$ cat src/rtl/adder_accumulator_if.sv
// adder_accumulator_if: valid/ready beat input and frame-result output bundle
interface adder_accumulator_if #(
    parameter int WIDTH     = 8,
    parameter int ACC_WIDTH = 16
);
    logic                 in_valid;
    logic                 in_ready;
    logic [WIDTH:0]       in_data;
    logic                 out_valid;
    logic                 out_ready;
    logic [ACC_WIDTH-1:0] out_data;
    logic                 out_ovf;

    modport master (
        output in_valid, in_data, out_ready,
        input  in_ready, out_valid, out_data, out_ovf
    );

    modport slave (
        input  in_valid, in_data, out_ready,
        output in_ready, out_valid, out_data, out_ovf
    );
endinterface

$ cat src/rtl/adder_accumulator.sv
// adder_accumulator: saturating sum of LEN adder results per frame, held until accepted
module adder_accumulator #(
    parameter int WIDTH     = 8,
    parameter int ACC_WIDTH = 16,
    parameter int LEN       = 4
) (
    input  logic                clk,
    input  logic                reset,
    adder_accumulator_if.slave  bus
);
    localparam int EXT_W = ACC_WIDTH + 1;
    localparam int CW    = $clog2(LEN + 1);

    typedef enum logic {ACCUM, DONE} state_t;

    state_t               state_q, state_d;
    logic [ACC_WIDTH-1:0] acc_q, acc_d, out_data_q, out_data_d, acc_sum;
    logic [CW-1:0]        cnt_q, cnt_d;
    logic                 ovf_q, ovf_d, out_ovf_q, out_ovf_d, ovf_sum;
    logic [EXT_W-1:0]     ext;
    logic                 accept, last, handoff;

    assign bus.in_ready  = (state_q == ACCUM) && !reset;
    assign bus.out_valid = (state_q == DONE);
    assign bus.out_data  = out_data_q;
    assign bus.out_ovf   = out_ovf_q;

    // next state: accumulate with clamp on accepted beats, clear everything on handoff
    always_comb begin
        ext      = {1'b0, acc_q} + EXT_W'(bus.in_data[WIDTH:0]);
        acc_sum  = ext[ACC_WIDTH] ? {ACC_WIDTH{1'b1}} : ext[ACC_WIDTH-1:0];
        ovf_sum  = ovf_q | ext[ACC_WIDTH];
        accept   = bus.in_valid && bus.in_ready;
        last     = cnt_q == CW'(LEN - 1);
        handoff  = (state_q == DONE) && bus.out_ready;
        state_d    = handoff ? ACCUM : (accept && last) ? DONE : state_q;
        acc_d      = handoff ? '0 : accept ? acc_sum : acc_q;
        ovf_d      = handoff ? 1'b0 : accept ? ovf_sum : ovf_q;
        cnt_d      = handoff ? '0 : accept ? cnt_q + CW'(1) : cnt_q;
        out_data_d = handoff ? '0 : (accept && last) ? acc_sum : out_data_q;
        out_ovf_d  = handoff ? 1'b0 : (accept && last) ? ovf_sum : out_ovf_q;
    end

    // state registers with synchronous reset discarding any partial or pending frame
    always_ff @(posedge clk) begin
        if (reset) begin
            state_q    <= ACCUM;
            acc_q      <= '0;
            ovf_q      <= 1'b0;
            cnt_q      <= '0;
            out_data_q <= '0;
            out_ovf_q  <= 1'b0;
        end else begin
            state_q    <= state_d;
            acc_q      <= acc_d;
            ovf_q      <= ovf_d;
            cnt_q      <= cnt_d;
            out_data_q <= out_data_d;
            out_ovf_q  <= out_ovf_d;
        end
    end
endmodule

$ cat src/flat_wrapper.sv
// flat-port wrapper written by rule: the top's interface ports become plain ports
module adder_accumulator_flat 
#(
    parameter int WIDTH     = 8,
    parameter int ACC_WIDTH = 16,
    parameter int LEN       = 4
)
  (clk, reset, bus_in_valid, bus_in_data, bus_out_ready, bus_in_ready, bus_out_valid, bus_out_data, bus_out_ovf);
  adder_accumulator_if #(.WIDTH(WIDTH), .ACC_WIDTH(ACC_WIDTH)) bus_i ();
  input  logic clk;
  input  logic reset;
  input wire logic [$bits(bus_i.in_valid)-1:0] bus_in_valid;
  input wire logic [$bits(bus_i.in_data)-1:0] bus_in_data;
  input wire logic [$bits(bus_i.out_ready)-1:0] bus_out_ready;
  output wire logic [$bits(bus_i.in_ready)-1:0] bus_in_ready;
  output wire logic [$bits(bus_i.out_valid)-1:0] bus_out_valid;
  output wire logic [$bits(bus_i.out_data)-1:0] bus_out_data;
  output wire logic [$bits(bus_i.out_ovf)-1:0] bus_out_ovf;
  assign bus_i.in_valid = bus_in_valid;
  assign bus_i.in_data = bus_in_data;
  assign bus_i.out_ready = bus_out_ready;
  assign bus_in_ready = bus_i.in_ready;
  assign bus_out_valid = bus_i.out_valid;
  assign bus_out_data = bus_i.out_data;
  assign bus_out_ovf = bus_i.out_ovf;
  adder_accumulator #(.WIDTH(WIDTH), .ACC_WIDTH(ACC_WIDTH), .LEN(LEN)) u_core (.clk(clk), .reset(reset), .bus(bus_i));
endmodule
$ cat config.mk
export PLATFORM = sky130hd
export DESIGN_NAME = adder_accumulator_flat
export DESIGN_NICKNAME = d
export VERILOG_FILES = /design/src/rtl/adder_accumulator_if.sv /design/src/rtl/adder_accumulator.sv /design/src/flat_wrapper.sv
export SDC_FILE = /design/constraint.sdc
export NUM_CORES = 1
export LEC_CHECK = 0
export ABC_AREA = 1
export ABC_CLOCK_PERIOD_IN_PS = 2590
export BUFFER_PORTS_ARGS = -buffer_cell sky130_fd_sc_hd__buf_2
export CORE_UTILIZATION = 25
export DETAILED_ROUTE_END_ITERATION = 16
export PLACE_DENSITY = 0.38
export SYNTH_ARGS = -nofsm -noshare
export SYNTH_HDL_FRONTEND = slang
export SYNTH_SLANG_ARGS = --single-unit
$ cat constraint.sdc
create_clock -name clk -period 2.59 [get_ports clk]
set_input_delay 0.1295 -clock clk [delete_from_list [all_inputs] [get_ports clk]]
set_output_delay 0.1295 -clock clk [all_outputs]
set_load 0.02 [all_outputs]
# Word level (Yosys, flattened, before mapping)
# Index checks and enable logic that the tools add are counted.
totals:
  reg_bits: 38
op_classes:
  n_reduce_logical: 6
  n_eq_ne: 1
  bitwise_logic: 2
  mux: 1
  addsub: 2
ops:
  columns: ["cell", "count"]
  rows:
  - ["$add 16x9->17", 1]
  - ["$mux 16", 1]
  - ["$logic_and 1x1->1", 4]
  - ["$add 3x1->3 const B", 1]
  - ["$eq 3x2->1 const B", 1]
  - ["$reduce_or 2->1", 1]
  - ["$logic_not 1->1", 1]
  - ["$not 1->1", 1]
  - ["$or 1x1->1", 1]

# Logic depth before layout (Yosys ltp)
# Gate-level depths: netlist of run 1.
depth:
  word_depth: 4
  mapped_depth: 12

# Least setup slack after synthesis of run 1
# OpenSTA, ideal clock, no wires.
synth_timing:
  kind: "register -> register"
  startpoint: "register u_core.acc_q[0]"
  endpoint: "register u_core.acc_q[1]"
  setup_time_ns: 0.112
  period_less_slack_ns: 1.860
  stages_incl_launch_ff: 12
  arrival_time_ns: 1.748
  slack_ns: 0.730
  path_cell_list: "dfxtp_1 ha_1 fa_1 nand2_1 nand2_1 nand3_2 nand2_4 a21oi_4 buf_6 nand2_2 o21ai_2 inv_1"
synth_between:
  elab_chain_len: 2
synth_lines:
  columns: ["element", "line_no", "rtl"]
  rows:
  - ["start, declared", "adder_accumulator.sv:17", "logic [ACC_WIDTH-1:0] acc_q, acc_d, out_data_q, out_data_d, acc_sum;"]
  - ["start signal, assigned", "adder_accumulator.sv:48", "acc_q <= '0;"]
  - ["start signal, assigned", "adder_accumulator.sv:55", "acc_q <= acc_d;"]
  - ["$add 16x9->17", "adder_accumulator.sv:30", "ext = {1'b0, acc_q} + EXT_W'(bus.in_data[WIDTH:0]);"]
  - ["$mux 16", "adder_accumulator.sv:31", "acc_sum = ext[ACC_WIDTH] ? {ACC_WIDTH{1'b1}} : ext[ACC_WIDTH-1:0];"]
# Every way passes these cells.
# A chain may end at the register's enable or synchronous reset.

# Worst setup path in the final report of run 1
layout_timing:
  startpoint: "register u_core.acc_q[0]"
  endpoint: "register u_core.acc_q[2]"
# The elaborated chain is that of the path after synthesis.

==> parameters.txt, run 1 <==
Parameter                              Value

Route
  Via count of the routed design ... 2009
  Routed length per placed instance ... 12.64 µm
  Number of nets with antenna violations after detailed routing ... 0
  Detailed-router iteration count before antenna repair ... 4
  DRC marker count from the first detailed-route iteration ... 97
  Top sig layer ... met4
  Detailed-route vias per instance ... 4.348
  Met2 WL ... 2.375 mm
  Detailed Route WL ... 5.839 mm
  Sum of met3 wire segment lengths after detailed routing ... 158 µm
  DRC errors left ... 0
  Post-route met1 wirelength ... 3.207 mm

Yosys
  Main synth FF type ... dfxtp_1
  Flip-flop and latch count after synthesis ... 38
  Share of the yosys chip area belonging to registers ... 0.3458
  Async set or reset register ratio after synthesis ... 0
  Combinational family with the most area after synthesis ... simple AND/OR/NAND/NOR gates
  Share of the synthesized area in compound gates (AO/OA/AOI/OAI) ... 0.1382
  Portion of netlist area occupied by mux cells ... 0
  Syn_area_per_cell ... 6.768 µm²
  Fraction of the mapped netlist area in adder cells ... 0.07167
  EDFF count, synth ... 0
  Area of the mapped netlist ... 0.002200 mm²
  Netlist cell types ... 33
  Count of mapped cells out of synthesis ... 325
  Ys Warns ... 0
  Total nets after synthesis ... 350
  XOR/XNOR Fraction of Synth Area ... 0.02787
  Synthesized-area fraction occupied by and/or/nand/nor cells ... 0.3111

Status
  Result of the run ... complete, no violations

Pwr
  Lkg Pwr ... 1.377 nW
  VDD IR max ... 311.7 µV
  Power per standard cell area ... 552.6 mW/mm²

Clocking
  Hold Buf Count CTS ... 0
  CTS tree ... done
  H-tree depth reported by CTS ... 2
  Quantity of gates resized following cts ... 0
  Longest Clk Path Bufs ... 2
  Number of clock buffers inserted by TritonCTS ... 5
  Post-CTS setup repair buffer count ... 0
  Clock insertion delay at the later pin of the skew report ... 290 ps
  Sink count of the clock tree ... 38
  Clock edge transition at the registers on the reported setup and hold paths ... 80 ps
  Library cell used as clock root buffer ... clkbuf_8

Place
  Instance area after placement ... 0.002469 mm²
  Number of cells in the design after placement ... 455
  RePlAce Congestion ... 0.7564
  Number of port buffers ... 31
  Setup Slack @ Placement ... 383.1 ps
  Half-perimeter wire length after detailed placement ... 4.431 mm

Layout
  N_diodes ... 0
  Fill cells ... 948
  Final Cell Area ... 0.002581 mm²
  Area added between synthesis and finish ... 17.35%
  Register area ... 760.7 µm²
  Final nets ... 382
  Combined area of the multi-input logic cells ... 0.001211 mm²
  Final Non-Filler Cells ... 462
  Share of cells above drive strength 1 ... 0.1541

Timing
  Number of setup violations in the final report ... 0
  Pin slew with the least headroom to its limit ... 501.1 ps
  Final Cycle Share ... 0.8450
  Worst slew margin relative to its limit ... 0.6659
  Fmax ... 456.9 MHz
  Sum Neg Setup Slack ... 0 ps
  Min setup slack post-route ... 401.5 ps
  Final Max Tran Viols ... 0
  Minimum clock period after layout ... 2189 ps
  RSZ-0062 raised after global routing ... no
  Final count of hold timing violations ... 0
  Layout Skew ... 8.973 ps

Floorplan
  Total number of placement rows ... 33
  Placeable Area ... 0.008382 mm²
  Die height ... 95.80 µm
  Die X-Extent ... 95.80 µm
  Area enclosed by the die boundary ... 0.009178 mm²
  Starting Density ... 0.2624
  # IOs ... 32

Worst setup path
  Element type at the critical path end ... flip-flop
  Register-to-Register Path Depth ... 11
  Endpoint of the lowest-slack register-to-register path ... u_core.acc_q[2]
  Setup crit start kind ... flip-flop
  Most frequent cell on the critical path ... nand2_1
  Arrival time at the worst endpoint ... 2380 ps
  Cell at the slowest stage of the critical path ... fa_1
  Largest fanout on the critical path ... 11
  R2R Setup Slk ... 400 ps
  Longest individual stage delay on the worst path ... 380 ps
  Ordered list of cells on the worst path ... ha_1, fa_1, nand2_1, nand2_1, nand3_2, nand2_4, a21oi_4, buf_4, o21ai_1, o21ai_0, inv_1
  Critical path start-end classification ... reg -> reg
  Data required time at the worst endpoint ... 2780 ps
  Critical R2R Launch ... u_core.acc_q[0]

GRT
  Maximum number of pins on one net before global-route repair ... 28
  Number of global-route vias before repair ... 1904
  Number of antenna violations at the first check in global routing ... 0
  Overall fraction of global-route tracks in use ... 0.1412
  Global-route wire length before repair ... 9.680 mm
  Overflow after GRT ... 0

Flow run
  Max_cap viols ... 0

Hold path
  Cell depth of the worst min-delay path ... 4
  Startpoint of the lowest-slack hold path ... reset
  Sink of the worst hold path ... u_core.bus.out_data[5]
  Class of the tightest hold or removal check ... in -> reg
[synthesized netlist by cell type, types with 2 or more instances]
cell type,n,area (µm²)
xnor2_1,2,17.52
nand2_1,77,289.0
inv_2,2,7.510
clkbuf_1,3,11.26
nand4_1,3,18.77
o21ai_0,24,120.1
inv_1,46,172.7
a21oi_1,11,55.05
xor2_1,5,43.79
nor3_1,2,10.01
o21bai_1,2,15.01
dfxtp_1,38,760.7
buf_2,5,25.02
nand3_1,32,160.2
a31oi_1,3,18.77
nand2_2,2,12.51
ha_1,11,137.6
o21a_1,5,37.54
nor2_1,36,135.1
nand3b_1,3,22.52
[critical path, delay by kind of cell, from the launching register on]
family          cells  cell delay, ps
fa+ha+maj           2             580
compound gates      3             530
simple gates        4             380
flops               1             320
buf+inv             2             270
[metrics by stage]
step	util	power, mW	hold WS (ps)
floorplan	-	0.8339	341.2
global placement	0.2945	0.9235	448.9
detailed placement	0.2945	0.9177	454.1
CTS	0.3080	1.440	200.9
global route	0.3080	1.514	239.5
finish	0.3080	1.426	195.4
[worst max path at each step]
stage | to | cells after the start | start | slack (ps)
6_report | u_core.acc_q[2] | 11 | u_core.acc_q[0] | 400
5_1_grt | u_core.acc_q[2] | 11 | u_core.acc_q[0] | 100
4_1_cts | u_core.acc_q[2] | 11 | u_core.acc_q[0] | 380
3_5_place_dp | u_core.acc_q[2] | 11 | u_core.acc_q[0] | 380
3_3_place_gp | u_core.acc_q[2] | 11 | u_core.acc_q[0] | 440
2_1_floorplan | u_core.acc_q[1] | 11 | u_core.acc_q[0] | 730
[state kept, by name, summed over array words and instances (netlist names)]
| signal | cells |
|---|---|
| u_core.acc_q | 16 |
| u_core.bus.out_data | 16 |
| u_core.bus.out_ovf | 1 |
| u_core.bus.out_valid | 1 |
| u_core.cnt_q | 3 |
| u_core.ovf_q | 1 |
[layer usage]
metal	vias up	track usage
met3	7	0.01738
met1	875	0.2063
li1	1097	-
met5	-	0
met4	0	0.05597
met2	30	0.2083
[area by class of cell]
cell class                      count  area share
Multi-Input combinational cell    229      0.4692
Clock buffer                        6     0.03199
Sequential cell                    38      0.2947
Timing Repair Buffer               35     0.07174
Inverter                           48     0.06980
Tap cell                          105     0.05090
Clock inverter                      1     0.01163
[where the power goes]
part           switching, mW  internal [mW]
sequential            0.0214          0.608
combinational          0.177         0.0970
clock                  0.215          0.308
[layout by cell type (no fill, tap or decap), types with 4 or more instances in the layout]
master    Yosys  routed
buf_2         5      31
clkbuf_8      0       6
ha_1         11      11
nand3_1      32      32
o21ai_0      24      24
nor2_1       36      36
o21a_1        5       5
nand2_1      77      77
buf_4         0       4
a21oi_1      11      10
xor2_1        5       5
dfxtp_1      38      38
inv_1        46      46
[cell families after synthesis]
logic type / after synthesis
adder cells (fa/ha/maj): 12
buffers and inverters: 58
XOR/XNOR: 7
flip-flops: 38
AO/OA/AOI/OAI: 51
AND/OR/NAND/NOR: 159
(Power assumes the default switching activity.)
==> inputs of run 2 (changes only) <==
ABC_CLOCK_PERIOD_IN_PS = 1990   (was 2590)
PLACE_DENSITY = 0.4   (was 0.38)
clock period = 1.99 ns   (was 2.59 ns; I/O delays follow)
==> parameters.txt, run 2 (synthesis gave the netlist of run 1 again) <==
Parameter                              Value

Floorplan
  # IOs ... 32 (unchanged)
  Die X-Extent ... 95.80 µm (unchanged)
  Total number of placement rows ... 33 (unchanged)
  Area enclosed by the die boundary ... 0.009178 mm² (unchanged)
  Die height ... 95.80 µm (unchanged)
  Starting Density ... 0.2624 (unchanged)
  Placeable Area ... 0.008382 mm² (unchanged)

Place
  RePlAce Congestion ... 0.7883 (+4.2%)
  Half-perimeter wire length after detailed placement ... 4.413 mm (-0.40%)
  Number of port buffers ... 31 (unchanged)
  Instance area after placement ... 0.002521 mm² (+2.1%)
  Number of cells in the design after placement ... 462 (+1.5%)

Timing
  Minimum clock period after layout ... 1930 ps (-258.9 ps)
  Fmax ... 518.2 MHz (+13%)
  Sum Neg Setup Slack ... 0 ps (unchanged)
  Final count of hold timing violations ... 0 (unchanged)
  Worst slew margin relative to its limit ... 0.6849 (+0.01900)
  Layout Skew ... 3.646 ps (-5.328 ps)
  Final Cycle Share ... 0.9697 (+0.1247)
  Number of setup violations in the final report ... 0 (unchanged)
  Final Max Tran Viols ... 0 (unchanged)
  Pin slew with the least headroom to its limit ... 471.9 ps (-29.18 ps)
  RSZ-0062 raised after global routing ... yes

Layout
  Area added between synthesis and finish ... 23.38%
  N_diodes ... 0 (unchanged)
  Final Cell Area ... 0.002714 mm² (+5.1%)
  Most used cells in the layout excluding fill and tap cells ... 75 x nand2_1, 45 x inv_1, 37 x dfxtp_1, 32 x nor2_1, 31 x buf_2
  Share of cells above drive strength 1 ... 0.2186 (+0.06452)
  Final Non-Filler Cells ... 471 (+1.9%)
  Final nets ... 391 (+2.4%)
  Share of the core filled with cells ... 0.3238 (+0.01582)
  Most frequent standard cell in the layout excluding fill and tap cells ... nand2_1

Worst setup path
  Largest fanout on the critical path ... 4 (-7)
  Setup crit start kind ... flip-flop
  Critical path start-end classification ... reg -> reg
  Data required time at the worst endpoint ... 2160 ps (-620 ps)
  R2R Setup Slk ... 60 ps (-340 ps)
  Arrival time at the worst endpoint ... 2100 ps (-280 ps)
  Element type at the critical path end ... flip-flop

GRT
  Number of global-route vias before repair ... 1966 (+3.3%)
  Overall fraction of global-route tracks in use ... 0.1453 (+0.004159)
  Number of antenna violations at the first check in global routing ... 0 (unchanged)
  Overflow after GRT ... 0 (unchanged)
  Global-route wire length before repair ... 10.03 mm (+3.6%)
  Maximum number of pins on one net before global-route repair ... 34 (+21%)

Route
  Number of nets with antenna violations after detailed routing ... 0 (unchanged)
  Detailed-route vias per instance ... 4.429 (+1.8%)
  Detailed Route WL ... 6.081 mm (+4.1%)
  DRC marker count from the first detailed-route iteration ... 120 (+24%)
  Routed length per placed instance ... 12.91 µm (+2.2%)
  Detailed-router iteration count before antenna repair ... 4 (unchanged)
  Via count of the routed design ... 2086 (+3.8%)
  DRC errors left ... 0 (unchanged)

Clocking
  Hold Buf Count CTS ... 0 (unchanged)
  H-tree depth reported by CTS ... 2 (unchanged)
  Longest Clk Path Bufs ... 2 (unchanged)
  Clock insertion delay at the later pin of the skew report ... 290 ps (about the same)
  CTS tree ... done
  Clock edge transition at the registers on the reported setup and hold paths ... 80 ps (about the same)
  Number of clock buffers inserted by TritonCTS ... 5 (unchanged)
  Sink count of the clock tree ... 38 (unchanged)
  Library cell used as clock root buffer ... clkbuf_8

Pwr
  Lkg Pwr ... 1.433 nW (+4.1%)
  Power per standard cell area ... 656.0 mW/mm² (+19%)
  VDD IR max ... 219.1 µV (-30%)

Flow run
  Max_cap viols ... 0 (unchanged)

Hold path
  Class of the tightest hold or removal check ... in -> reg

Status
  Result of the run ... complete, no violations
[run 2: cell count changes in the layout (fill, tap and decap cells not counted), moves of 2 or more]
| cell | delta |
|---|---|
| buf_4 | +5 |
| buf_6 | +2 |
| nand2_1 | -2 |
| nand2_2 | +2 |
| nand3_1 | -6 |
| nand3_2 | +6 |
| nor2_1 | -4 |
| nor2_2 | +3 |
| o21ai_0 | -2 |
| o21ai_1 | +2 |
[run 2: path summary, 6_finish.rpt]
kind	start	to	cells past startpoint
setup / recovery	u_core.acc_q[0]	u_core.bus.out_data[5]	11
hold / removal	bus_in_data[0]	u_core.acc_q[0]	6
setup reg to reg	u_core.acc_q[0]	u_core.bus.out_data[5]	11
hold reg to reg	u_core.ovf_q	u_core.ovf_q	2
[run 2: routing by layer]
layer,routed length (µm),part of all wire,global-route usage,vias up
met5,0,0,0,-
met4,86,0.014,0.04478,0
met3,203,0.033,0.02291,7
met2,2359,0.39,0.2030,41
met1,3432,0.56,0.2233,916
li1,-,-,-,1122
[run 2: cell type report]
type | instances | area (µm²)
clock buffers | 6 | 72.57
clock inverters | 1 | 7.507
fillers | 937 | 5668
inverters | 48 | 180.2
multi-input cells | 229 | 1280
flip-flops and latches | 38 | 762.0
well taps | 105 | 131.4
repair buffers | 44 | 280.3
[run 2: worst max-delay path: stages, from the launching register on]
cell	delay, ps
dfxtp_2	340
ha_4	160
fa_2	390
nand2_2	80
nand2_2	70
nand3_2	90
nand2_4	60
a21oi_4	200
inv_2	110
nor2_1	100
buf_4	140
a21oi_1	60
[run 2: repair_timing]
action | in CTS | in global routing
setup buffers | 1 | 1
setup endpoints to repair | 16 | 32
gates cloned | 1 | 0
pin swaps | 2 | 14
hold endpoints to repair | 0 | 0
gates resized for setup | 7 | 19
[run 2: report_power, final]
group          internal, mW  switching [mW]  leakage [nW]  total [mW]
clock                 0.241           0.287        0.0373       0.528
combinational         0.177           0.262          1.09       0.439
sequential            0.791          0.0226         0.309       0.814
[run 2: metrics by stage]
step	setup slack, ps	hold slack, ps	total power [mW]
2_1_floorplan	130.4	281.2	1.085
3_3_place_gp	-41.27	447.8	1.235
3_5_place_dp	-76.25	459.9	1.232
6_report	60.34	246.2	1.780
5_1_grt	-63.25	278.2	1.897
4_1_cts	10.25	232.4	1.778
